**src/rtl/instr_fetch_queue.sv**
```systemverilog
// Prefetch FIFO of {PC, instruction, adel} between fetch and decode, flushed on redirect.
// Optional same-cycle pass-through on an empty queue when IFQ_BYPASS_EN is defined.
module instr_fetch_queue #(
   parameter  int DEPTH = 4,
   localparam int PTR_W = $clog2(DEPTH)
) (
   input  logic             clk,
   input  logic             reset,
   input  logic             in_valid,
   output logic             in_ready,
   input  logic [31:0]      in_pc,
   input  logic [31:0]      in_instr,
   input  logic             flush,
   output logic             out_valid,
   input  logic             out_ready,
   output logic [31:0]      out_pc,
   output logic [31:0]      out_instr,
   output logic             out_adel,
   output logic [PTR_W:0]   count
);

   localparam logic [PTR_W:0] FULL_CNT = (PTR_W+1)'(DEPTH);

   logic [31:0]      r_pc_mem    [DEPTH];
   logic [31:0]      r_instr_mem [DEPTH];
   logic             r_adel_mem  [DEPTH];
   logic [PTR_W-1:0] r_wr_ptr;
   logic [PTR_W-1:0] r_rd_ptr;
   logic [PTR_W:0]   r_count;

   logic             w_in_adel;
   logic [31:0]      w_in_instr;
   logic             w_empty;
   logic             w_full;
   logic             w_head_valid;
   logic             w_bypass;
   logic             w_push;
   logic             w_pop;

   // Misaligned fetches become nop-carrying address-error entries.
   assign w_in_adel    = (in_pc[1:0] != 2'b00);
   assign w_in_instr   = w_in_adel ? 32'h0000_0000 : in_instr;

   assign w_empty      = (r_count == '0);
   assign w_full       = (r_count == FULL_CNT);
   assign in_ready     = !w_full && !flush;
   assign w_head_valid = !w_empty && !flush;

`ifdef IFQ_BYPASS_EN
   assign w_bypass     = w_empty && in_valid && !flush;
   assign w_push       = in_valid && in_ready && !(w_bypass && out_ready);
`else
   assign w_bypass     = 1'b0;
   assign w_push       = in_valid && in_ready;
`endif

   assign out_valid    = w_head_valid || w_bypass;
   assign w_pop        = w_head_valid && out_ready;
   assign count        = r_count;

   always_comb begin
      out_pc    = 32'h0000_0000;
      out_instr = 32'h0000_0000;
      out_adel  = 1'b0;
      if (w_head_valid) begin
         out_pc    = r_pc_mem[r_rd_ptr];
         out_instr = r_instr_mem[r_rd_ptr];
         out_adel  = r_adel_mem[r_rd_ptr];
      end else if (w_bypass) begin
         out_pc    = in_pc;
         out_instr = w_in_instr;
         out_adel  = w_in_adel;
      end
   end

   // Storage is not reset; occupancy alone decides which entries are live.
   always_ff @(posedge clk) begin
      if (w_push) begin
         r_pc_mem[r_wr_ptr]    <= in_pc;
         r_instr_mem[r_wr_ptr] <= w_in_instr;
         r_adel_mem[r_wr_ptr]  <= w_in_adel;
      end
   end

   always_ff @(posedge clk or negedge reset) begin
      if (!reset) begin
         r_wr_ptr <= '0;
         r_rd_ptr <= '0;
         r_count  <= '0;
      end else if (flush) begin
         r_wr_ptr <= '0;
         r_rd_ptr <= '0;
         r_count  <= '0;
      end else begin
         if (w_push) r_wr_ptr <= r_wr_ptr + PTR_W'(1);
         if (w_pop)  r_rd_ptr <= r_rd_ptr + PTR_W'(1);
         case ({w_push, w_pop})
            2'b10:   r_count <= r_count + (PTR_W+1)'(1);
            2'b01:   r_count <= r_count - (PTR_W+1)'(1);
            default: r_count <= r_count;
         endcase
      end
   end

endmodule

```
**config.mk**
```make
export PLATFORM = sky130hd
export DESIGN_NAME = instr_fetch_queue
export DESIGN_NICKNAME = d
export VERILOG_FILES = /design/src/rtl/instr_fetch_queue.sv
export SDC_FILE = /design/constraint.sdc
export NUM_CORES = 1
export LEC_CHECK = 0
export BUFFER_PORTS_ARGS = -buffer_cell sky130_fd_sc_hd__buf_2
export CAP_MARGIN = 20
export CORE_MARGIN = 8
export CORE_UTILIZATION = 45
export CTS_CLUSTER_SIZE = 14
export DETAILED_ROUTE_END_ITERATION = 10
export SYNTH_ARGS = -nofsm -noshare
export SYNTH_HDL_FRONTEND = slang
export SYNTH_SLANG_ARGS = --single-unit
export TNS_END_PERCENT = 20
```
**constraint.sdc**
```tcl
create_clock -name clk -period 4.2 [get_ports clk]
set_clock_uncertainty 0.15 [all_clocks]
set_input_delay 0.42 -clock clk [delete_from_list [all_inputs] [get_ports clk]]
set_output_delay 0.42 -clock clk [all_outputs]
set_load 0.05 [all_outputs]
```
==> flow_summary.ini <==
[critical_path]
arrival_ps = 2740
required_ps = 3630
crit_path_end_kind = primary output
startpoint_type = flip-flop
critPathKind = flip-flop to primary output
path_max_fanout = 42

[power_and_ir_drop]
ir_drop_v = 0.000306
p_sw_frac = 0.313
p_switching_mw = 2.25
clockPowerShare = 0.292
p_per_area_nw_per_um2 = 566
leakage_nw = 4.42
p_total_mw = 7.18
pwr-share-comb = 0.259
p_int_mw = 4.93
seqPwrFrac = 0.449

[clock_network]
post-cts-setup-buffer-count = 0
clockRootBuffer = clkbuf_16
clkSinkCount = 267
clk_latency_ps = 520
cts_made_buffers = 27
clkTransAtPathRegs_ps = 60
cts_htree_levels = 1
cts_buffer_depth = 3
cts_tree = yes

[floorplan]
die_y_um = 170
die_area_um2 = 28900
num_rows = 56
ios = 139
start_util = 0.457
core_area_um2 = 23300
die_w_um = 170

[sta]
fin_setup_tns_ps = 0
tightest_slew_ps = 1060
period_share = 0.788
max_freq_ghz = 0.302
slew_violations = 0
relSlewSlack = 0.293
setup_viol = 0
layout_setup_ws_ps = 889
post-route-min-period_ps = 3310
finalHoldViolations = 0
whs_ps = 81.5
grt_setup_unrepaired = false

[global_route]
use_met2 = 0.266
grt_overflow_total = 0
antenna_found_initial = 0
grt_max_degree = 67
grt_pass1_vias = 5938
busiest_layer = met2
grt.total_usage = 0.149
grt.met1_usage = 0.183
grt_pass1_wl_mm = 33.4
grt_use_met3 = 0.0301

[cells_and_area]
drive_gt1_frac = 0.347
multi_input_area_um2 = 2470
layout.area.seq_um2 = 7990
antenna_cells = 0
fin_nets = 764
synthToLayoutAreaGrowth_pct = 19.1
layout_commonest_cell = edfxtp_1
final_cell_mix = edfxtp_1, buf_2, and2_1, mux4_2, dlygate4sd3_1
n_fill_cell = 1851

[hold_path]
hp-class = primary input to flip-flop

[logic_synthesis]
netlist.area_leader.share = 0.732
synth-edff-count = 260
ys_ff_latch = 267
syn-num-nets = 592
synth_area_um2 = 10700
async_flop_share = 0.0262
ys_seq_area_frac = 0.749
yosys.area.top_type = edfxtp_1
syn_inst = 518
yosysWarnings = 0
synth_area_leaders = edfxtp_1, mux4_2, and2_1
ys.flop_type = edfxtp_1
synth_area_per_cell_um2 = 20.6
yosys.cell_types.count = 36

[drt]
wirelength_mm = 21.4
drtIter0Drc = 379
wire_per_inst_um = 20.8
ant_nets = 0
firstDrtPassIters = 4
num_vias = 5268
drcViolationCount = 0
viasPerCell = 5.12

[placement]
dp_hpwl_mm = 12.1
routabilityCongestion = 0.701
dp_slack_ps = 1370
numPortBuffers = 138

[status]
status = completed

[job]
max-cap-violations = 0
==> cells in the mapped netlist (2+ instances only) <==
cell type / number
xor2_1: 2
clkbuf_1: 14
dfrtp_1: 7
buf_12: 4
nor2_1: 9
a21oi_1: 5
buf_4: 2
nand2b_1: 4
nand3b_1: 2
ha_1: 4
o21ai_0: 3
inv_1: 5
and2_1: 101
buf_2: 10
mux4_2: 65
edfxtp_1: 260
or3_1: 2
==> final cells by class <==
type | count | share of cell area
Sequential cell | 267 | 0.629
Multi-Input combinational cell | 215 | 0.194
Timing Repair Buffer | 174 | 0.0832
Clock buffer | 36 | 0.0559
Tap cell | 319 | 0.0314
Clock inverter | 12 | 0.00424
Inverter | 5 | 0.00148
==> cell families after synthesis <==
group / Yosys count / share of synthesized area
adder cells (fa/ha/maj): 5 / 0.00657
XOR/XNOR: 3 / 0.00247
buffers and inverters: 36 / 0.0214
AO/OA/AOI/OAI: 16 / 0.00986
multiplexers: 66 / 0.138
flip-flops: 267 / 0.749
AND/OR/NAND/NOR: 125 / 0.0724
==> power by group through the flow <==
stage | Combinational [mW] | Sequential [mW] | Clock, mW
floorplan | 1.57 | 3.19 | 0
global placement | 1.86 | 3.28 | 0
detailed placement | 1.87 | 3.29 | 0
CTS | 1.90 | 3.24 | 2.16
global route | 1.98 | 3.26 | 2.26
finish | 1.86 | 3.23 | 2.10
==> what timing repair did <==
| item | CTS | global route |
|---|---|---|
| endpoints found under the setup margin | 0 | 0 |
| hold endpoints to repair | 135 | 0 |
| hold buffers | 33 | 0 |
| resized for setup | 0 | 0 |
==> metrics by stage <==
stage           util  area (um2)  cells
5_1_grt        0.544       12700   1028
6_report       0.544       12700   1028
3_5_place_dp   0.497       11600    947
4_1_cts        0.544       12700   1028
3_3_place_gp   0.497       11600    947
2_1_floorplan      -       10700    518
==> routing by layer <==
metal / wire length [um] / vias up / share of wire
met5: 0 / - / 0
met4: 411 / 0 / 0.019
met3: 1220 / 33 / 0.057
met2: 11000 / 136 / 0.51
met1: 8780 / 2703 / 0.41
li1: - / 2396 / -
==> registers in the layout (all words and copies together) (netlist names) <==
register and count:
count 3, r_adel_mem 4, r_instr_mem 128, r_pc_mem 128, r_rd_ptr 2, r_wr_ptr 2
==> final timing paths <==
check,from,endpoint,depth (start not counted),slack (ps)
max,count[0]$_DFFE_PN0P_,out_instr[31],5,890
min,flush,r_rd_ptr[1]$_DFFE_PN0P_,2,80
max reg2reg,count[2]$_DFFE_PN0P_,count[1]$_DFFE_PN0P_,7,1500
min reg2reg,r_wr_ptr[0]$_DFFE_PN0P_,r_wr_ptr[0]$_DFFE_PN0P_,2,490
max in group asynchronous,reset,r_rd_ptr[0]$_DFFE_PN0P_,2,3580
min in group asynchronous,reset,count[2]$_DFFE_PN0P_,2,120
==> critical path, cell delays in order (launching register included) <==
cell and delay (ps):
dfrtp_1 630, nor3_1 150, nor2_4 450, buf_4 470, and2_1 230, buf_2 280
Power figures use the tool's default switching activity.
